### src/rtl/uart_tx_pkg.sv
// Shared definitions for the UART transmitter (and the future receiver).
// - tx_state_e : FSM state encoding, IDLE=0, START=1, DATA=2, PARITY=3, STOP=4
// - LINE_IDLE  : level of an idle serial line
package uart_tx_pkg;

  typedef enum logic [2:0] {
    IDLE   = 3'd0,
    START  = 3'd1,
    DATA   = 3'd2,
    PARITY = 3'd3,
    STOP   = 3'd4
  } tx_state_e;

  localparam logic LINE_IDLE = 1'b1;

endpackage

### src/rtl/uart_tx.sv
// UART transmitter, clock-enabled by baud_tick from the divider stage.
// Sends start bit, DATA_BITS data bits LSB first, optional parity bit and
// STOP_BITS stop bits. A one-entry holding register lets the next byte be
// accepted while the current frame shifts out; back-to-back frames have no
// idle gap.
// Ports:
//   clk       system clock, all state changes on rising edge
//   reset     synchronous, active-high
//   baud_tick one-clk pulse per bit period
//   tx_data   byte to send, sampled when tx_valid && tx_ready
//   tx_valid  tx_data is valid
//   tx_ready  holding register empty (independent of tx_valid)
//   tx        registered serial line, idle high
//   tx_busy   registered, high while the FSM is not IDLE
module uart_tx
  import uart_tx_pkg::*;
#(
  parameter int DATA_BITS  = 8,
  parameter int STOP_BITS  = 1,
  parameter int PARITY_EN  = 0,
  parameter int PARITY_ODD = 0
) (
  input  logic                 clk,
  input  logic                 reset,
  input  logic                 baud_tick,
  input  logic [DATA_BITS-1:0] tx_data,
  input  logic                 tx_valid,
  output logic                 tx_ready,
  output logic                 tx,
  output logic                 tx_busy
);

  localparam int CNT_W = $clog2(DATA_BITS);
  localparam logic [CNT_W-1:0] BIT_LAST  = CNT_W'(DATA_BITS - 1);
  localparam logic             STOP_LAST = 1'(STOP_BITS - 1);

  tx_state_e state_q, state_d;

  logic [DATA_BITS-1:0] shift_q, shift_d;
  logic [DATA_BITS-1:0] hold_q, hold_d;
  logic                 hold_full_q, hold_full_d;
  logic                 parity_q, parity_d;
  logic [CNT_W-1:0]     bit_cnt_q, bit_cnt_d;
  logic                 stop_cnt_q, stop_cnt_d;
  logic                 tx_q, tx_d;
  logic                 busy_q, busy_d;

  logic xfer;
  logic load;
  logic stop_last;

  assign tx_ready = !hold_full_q;
  assign tx       = tx_q;
  assign tx_busy  = busy_q;

  // Load and transfer are mutually exclusive: a load needs hold_full,
  // a transfer needs it clear.
  always_comb begin
    xfer      = tx_valid && !hold_full_q;
    stop_last = (state_q == STOP) && (stop_cnt_q == STOP_LAST);
    load      = baud_tick && hold_full_q && ((state_q == IDLE) || stop_last);
  end

  // State register and datapath flops.
  always_ff @(posedge clk) begin
    if (reset) begin
      state_q     <= IDLE;
      shift_q     <= '0;
      hold_q      <= '0;
      hold_full_q <= 1'b0;
      parity_q    <= 1'b0;
      bit_cnt_q   <= '0;
      stop_cnt_q  <= 1'b0;
      tx_q        <= LINE_IDLE;
      busy_q      <= 1'b0;
    end else begin
      state_q     <= state_d;
      shift_q     <= shift_d;
      hold_q      <= hold_d;
      hold_full_q <= hold_full_d;
      parity_q    <= parity_d;
      bit_cnt_q   <= bit_cnt_d;
      stop_cnt_q  <= stop_cnt_d;
      tx_q        <= tx_d;
      busy_q      <= busy_d;
    end
  end

  // Next-state logic, advancing only on baud_tick.
  always_comb begin
    state_d = state_q;
    if (baud_tick) begin
      unique case (state_q)
        IDLE:   if (hold_full_q) state_d = START;
        START:  state_d = DATA;
        DATA: begin
          if (bit_cnt_q == BIT_LAST) begin
            state_d = (PARITY_EN != 0) ? PARITY : STOP;
          end
        end
        PARITY: state_d = STOP;
        STOP: begin
          if (stop_cnt_q == STOP_LAST) begin
            state_d = hold_full_q ? START : IDLE;
          end
        end
        default: state_d = IDLE;
      endcase
    end
  end

  // Datapath and output logic.
  always_comb begin
    shift_d     = shift_q;
    hold_d      = hold_q;
    hold_full_d = hold_full_q;
    parity_d    = parity_q;
    bit_cnt_d   = bit_cnt_q;
    stop_cnt_d  = stop_cnt_q;
    tx_d        = tx_q;
    busy_d      = (state_d != IDLE);

    if (xfer) begin
      hold_d      = tx_data;
      hold_full_d = 1'b1;
    end

    // Parity is taken from the byte as loaded, since shift_q is consumed
    // while the data bits go out.
    if (load) begin
      shift_d     = hold_q;
      parity_d    = (^hold_q) ^ 1'(PARITY_ODD);
      hold_full_d = 1'b0;
    end

    if (baud_tick) begin
      unique case (state_q)
        IDLE: tx_d = load ? 1'b0 : LINE_IDLE;
        START: begin
          tx_d      = shift_q[0];
          bit_cnt_d = '0;
        end
        DATA: begin
          if (bit_cnt_q < BIT_LAST) begin
            shift_d   = shift_q >> 1;
            bit_cnt_d = bit_cnt_q + CNT_W'(1);
            tx_d      = shift_q[1];
          end else if (PARITY_EN != 0) begin
            tx_d = parity_q;
          end else begin
            tx_d       = LINE_IDLE;
            stop_cnt_d = 1'b0;
          end
        end
        PARITY: begin
          tx_d       = LINE_IDLE;
          stop_cnt_d = 1'b0;
        end
        STOP: begin
          if (stop_cnt_q < STOP_LAST) begin
            stop_cnt_d = stop_cnt_q + 1'b1;
            tx_d       = LINE_IDLE;
          end else begin
            tx_d = load ? 1'b0 : LINE_IDLE;
          end
        end
        default: tx_d = LINE_IDLE;
      endcase
    end
  end

endmodule
### config.mk
export PLATFORM = sky130hd
export DESIGN_NAME = uart_tx
export DESIGN_NICKNAME = d
export VERILOG_FILES = /design/src/rtl/uart_tx_pkg.sv /design/src/rtl/uart_tx.sv
export SDC_FILE = /design/constraint.sdc
export NUM_CORES = 1
export LEC_CHECK = 0
export BUFFER_PORTS_ARGS = -buffer_cell sky130_fd_sc_hd__buf_4
export CELL_PAD_IN_SITES_DETAIL_PLACEMENT = 0
export CELL_PAD_IN_SITES_GLOBAL_PLACEMENT = 1
export CORE_ASPECT_RATIO = 0.9
export CORE_MARGIN = 5
export CORE_UTILIZATION = 45
export DETAILED_ROUTE_END_ITERATION = 8
export MAX_ROUTING_LAYER = met4
export PLACE_DENSITY_LB_ADDON = 0.1
export SYNTH_ARGS = -nofsm -noshare
export SYNTH_HDL_FRONTEND = slang
export SYNTH_SLANG_ARGS = --single-unit
### constraint.sdc
create_clock -name clk -period 3.3 [get_ports clk]
set_input_delay 0.66 -clock clk [delete_from_list [all_inputs] [get_ports clk]]
set_output_delay 0.66 -clock clk [all_outputs]
set_load 0.01 [all_outputs]
Yosys cells after proc, flatten, opt, wreduce, memory -nomap -nowiden:

Index checks and enable logic that the tools add are counted.

* register bits: 26
* logic and storage cells: 53
* bits of input ports: 12
* output and inout bits: 3

* bitwise logic cells: 1
* $lt $le $gt $ge: 2
* add/subtract/negate cells: 2
* reductions and logical operators: 13
* multiplexer cells: 19
* eq/ne operators: 8

Operators with widths (number)
* $mux 8: 4
* $mux 3: 5
* $pmux 3 s5: 1
* $eq 3x2->1 const B: 2
* $eq 3x3->1 const B: 2
* $mux 1: 6
* $pmux 3 s2: 1
* $reduce_bool 3->1: 2
* $logic_and 1x1->1: 4
* $ne 2x2->1 const B: 2
* $pmux 1 s4: 1
* $reduce_and 4->1: 1
* $add 3x1->3 const B: 1
* $eq 3x1->1 const B: 1
* $logic_not 3->1: 1
* $lt 3x3->1 const B: 1
* $pmux 1 s3: 1
* $reduce_and 3->1: 1
* $ne 2x1->1 const B: 1
* $reduce_bool 2->1: 1
* $reduce_or 2->1: 1
* $add 1x1->1 const B: 1
* $logic_not 1->1: 1
* $logic_or 1x1->1: 1
* other kinds (2): 2

Longest topological paths before layout:

* depth after elaboration: 8
* gate-level depth with buffers: 5

Worst setup path after synthesis:

Ideal clock, no wire load.

* kind: input to register
* from: in baud_tick
* to: reg shift_q[0]
* arrival: 1431 ps
* library setup time: 91 ps
* path slack: 1778 ps
* stages: 5
* cell sequence: buf_2 > and4bb_2 > buf_4 > nand2_1 > a311oi_1

* longest elaborated chain between the ends: 6

Ends and longest elaborated chain
* start, declared: RTL line uart_tx.sv:25 `input logic baud_tick,`
* $logic_and 1x1->1 (2 in series): RTL line uart_tx.sv:61 `load = baud_tick && hold_full_q && ((state_q == IDLE) || stop_last);`
* $mux 8: RTL line uart_tx.sv:130 `if (load) begin`
* $mux 8: RTL line uart_tx.sv:144 `if (bit_cnt_q < BIT_LAST) begin`
* $mux 8: RTL line uart_tx.sv:137 `unique case (state_q)`
* $mux 8 *: RTL line uart_tx.sv:136 `if (baud_tick) begin`
* end signal, assigned: RTL line uart_tx.sv:78 `shift_q <= shift_d;`
* end, declared: RTL line uart_tx.sv:39 `logic [DATA_BITS-1:0] shift_q, shift_d;`

Every way passes the cells marked *; elsewhere a longest branch is shown, timed or not.
A chain may end at the register's enable or synchronous reset.

Worst setup path after layout:

* from: reg state_q[1]
* to: reg shift_q[6]

* longest elaborated chain between the ends: 8
* elaborated cells on any way between the ends: 10
* those cells by class: eq/ne (2); mux (4); reduce/logical (4)

Ends and longest elaborated chain
* start, declared: RTL line uart_tx.sv:37 `tx_state_e state_q, state_d;`
* start signal, assigned: RTL line uart_tx.sv:77 `state_q <= state_d;`
* $eq 3x3->1: RTL line uart_tx.sv:60 `stop_last = (state_q == STOP) && (stop_cnt_q == STOP_LAST);`
* $logic_and 1x1->1: RTL line uart_tx.sv:60
* $logic_or 1x1->1: RTL line uart_tx.sv:61
* $logic_and 1x1->1: RTL line uart_tx.sv:61
* $mux 8: RTL line uart_tx.sv:130
* $mux 8: RTL line uart_tx.sv:144
* $mux 8: RTL line uart_tx.sv:137
* $mux 8 *: RTL line uart_tx.sv:136

Marked as above.

==> out/metrics.cfg <==
[cts]
postCtsHoldBufs=0
cts.path.max_buffers=2
worstSkewPairLatency_ns=0.32
htreeDepth=1
clk_pin_slew_ns=0.12
numClockSinks=25
root_buffer=clkbuf_4
post_cts.repair.setup_buffers=0
cts_buffers=3
cts_tree=yes
ctsResizeCount=0

[floorplanning]
die_area_um2=3750
die_x_um=64.0
rows=17
coreArea_um2=2490
initial_core_util_pct=47.5
ios=15
die_h_um=58.6

[routing]
wire_per_inst_um=14.8
viasPerCell=5.65
drc=0
first_iter_violations=36
via_count=949
dr.pass1.iters=4
drt_wl_total_um=2490
drtAntennaViolNets=0

[yosys]
synth_top_area_cell=dfxtp_1
ys_ff_latch=25
synth_top_flop_cell=dfxtp_1
ys_seq_area_share_pct=42.3
synth_cells=133
netlist.area_leader.share_pct=42.3
synth_area_um2=1180
syn_area_per_cell_um2=8.89
synth_nets=147
synth.most_common_cell=dfxtp_1
netlist_top_cells_count=25 x dfxtp_1, 16 x nand2_1, 12 x nor2_1, 9 x mux2i_1, 9 x nor3_1
synth_edf_count=0
synth_warnings=0
synth_area_leaders=dfxtp_1 42%, mux2i_1 7.6%, a311oi_1 5.2%, nand2_1 5.1%, nor3_1 3.8%
ys_types=31
synthArstFlopShare_pct=0

[sta]
fin_worst_skew_ns=0.00583
worstMarginPinSlew_ns=0.883
fin_setup_tns_ns=0
fin_crit_ns=1.75
holdWs_ns=0.500
setup_viol=0
slew_viol_final=0
fmax_mhz=571
finalHoldViolCount=0
timing.final.crit_share_pct=53.1
rsz0062_at_grt=no
slew_headroom_pct=41.0

[global_routing]
antenna_found_initial=0
grt_use_total_pct=14.6
grt_overflow=0
grt_pass1_vias=892
grt_max_degree=26
grt_pass1_wl_um=4280

[placed_design]
place_congestion=0.794
portBuffers=14
place_area_um2=1260
hpwl_um=1810

[pwr]
power_density_nw_per_um2=423
irDropWorstVdd_v=0.000345
p_leak_uw=0.000502

[job]
maxCapViolations=0

[cells_and_area]
antenna_cells=0
fin_nets=155
finalInstanceArea_um2=1290
drive_gt1_share_pct=15.0
area_growth_pct=8.89

[critical_path]
cp.arrival_ns=1.98
worstPathRequired_ns=3.53
critPathKind=reg2reg
cp_max_fo=12
cp-start-kind=flip-flop
cp-end-kind=flip-flop

[outcome]
status=finished clean

[hold_path]
holdCritPathClass=reg2reg

[worst max-delay path: stages (launching register included)]
cell	delay [ns]
dfxtp_1	0.55
nand4bb_1	0.43
nand2b_1	0.42
a311oi_1	0.27
[state kept, by name, summed over array words and instances, names as in the netlist]
name,count
tx_busy,1
state_q,3
tx,1
hold_q,8
hold_full_q,1
bit_cnt_q,3
shift_q,8
[where the power goes]
group          switching, uW  internal (uW)  total (uW)
sequential              13.9            319         333
clock                   87.0           47.3         134
combinational           38.6           39.5        78.1
total                    140            406         545
[cell type report]
class | count | area (um^2)
Clock buffer | 4 | 26.3
Fill cell | 236 | 1200
Sequential cell | 25 | 500
Inverter | 3 | 11.3
Timing Repair Buffer | 14 | 105
Tap cell | 28 | 35.0
Multi-Input combinational cell | 94 | 609
[cells in the final DEF, fill, tap and decap left out, types with 2 or more instances in the layout]
cell | Yosys | layout
nand4bb_1 | 2 | 2
inv_1 | 3 | 3
o21ai_0 | 6 | 6
mux2i_1 | 9 | 9
nor2b_1 | 4 | 4
dfxtp_1 | 25 | 25
o211ai_1 | 2 | 2
a211o_1 | 2 | 2
a311oi_1 | 7 | 7
ha_1 | 2 | 2
a21oi_1 | 6 | 6
buf_4 | 2 | 14
nor2_1 | 12 | 12
nor3_1 | 9 | 9
clkbuf_4 | 0 | 3
nand2b_1 | 5 | 5
nand2_1 | 16 | 16
[kinds of logic after synthesis]
kind of cell | after synthesis | synth area share, %
AO/OA/AOI/OAI | 28 | 17.7
XOR/XNOR | 1 | 0.741
adder cells (fa/ha/maj) | 2 | 2.12
buffers and inverters | 14 | 6.14
flip-flops | 25 | 42.3
multiplexers | 9 | 7.62
AND/OR/NAND/NOR | 54 | 23.4
[path summary, 6_finish.rpt]
kind                   start    endpoint  slack (ns)  depth (start not counted)
hold reg to reg   shift_q[5]  shift_q[5]        0.50                          2
setup reg to reg  state_q[1]  shift_q[6]        1.55                          3
setup / recovery  state_q[1]  shift_q[6]        1.55                          3
hold / removal    shift_q[5]  shift_q[5]        0.50                          2
[metrics by stage]
step | total power (uW) | instances | util, % | worst slack (ns)
global placement | 415 | 164 | 50.7 | 1.44
floorplan | 394 | 133 | - | 1.78
CTS | 553 | 168 | 51.7 | 1.58
finish | 545 | 168 | 51.7 | 1.55
global route | 578 | 168 | 51.7 | 1.43
detailed placement | 418 | 164 | 50.7 | 1.37
[metal layers]
layer | GRT usage (%) | part of all wire, %
met5 | - | 0
met4 | 2.67 | 0.28
met2 | 21.8 | 44
met3 | 4.39 | 5.4
met1 | 19.6 | 50
Power figures use the tool's default switching activity.
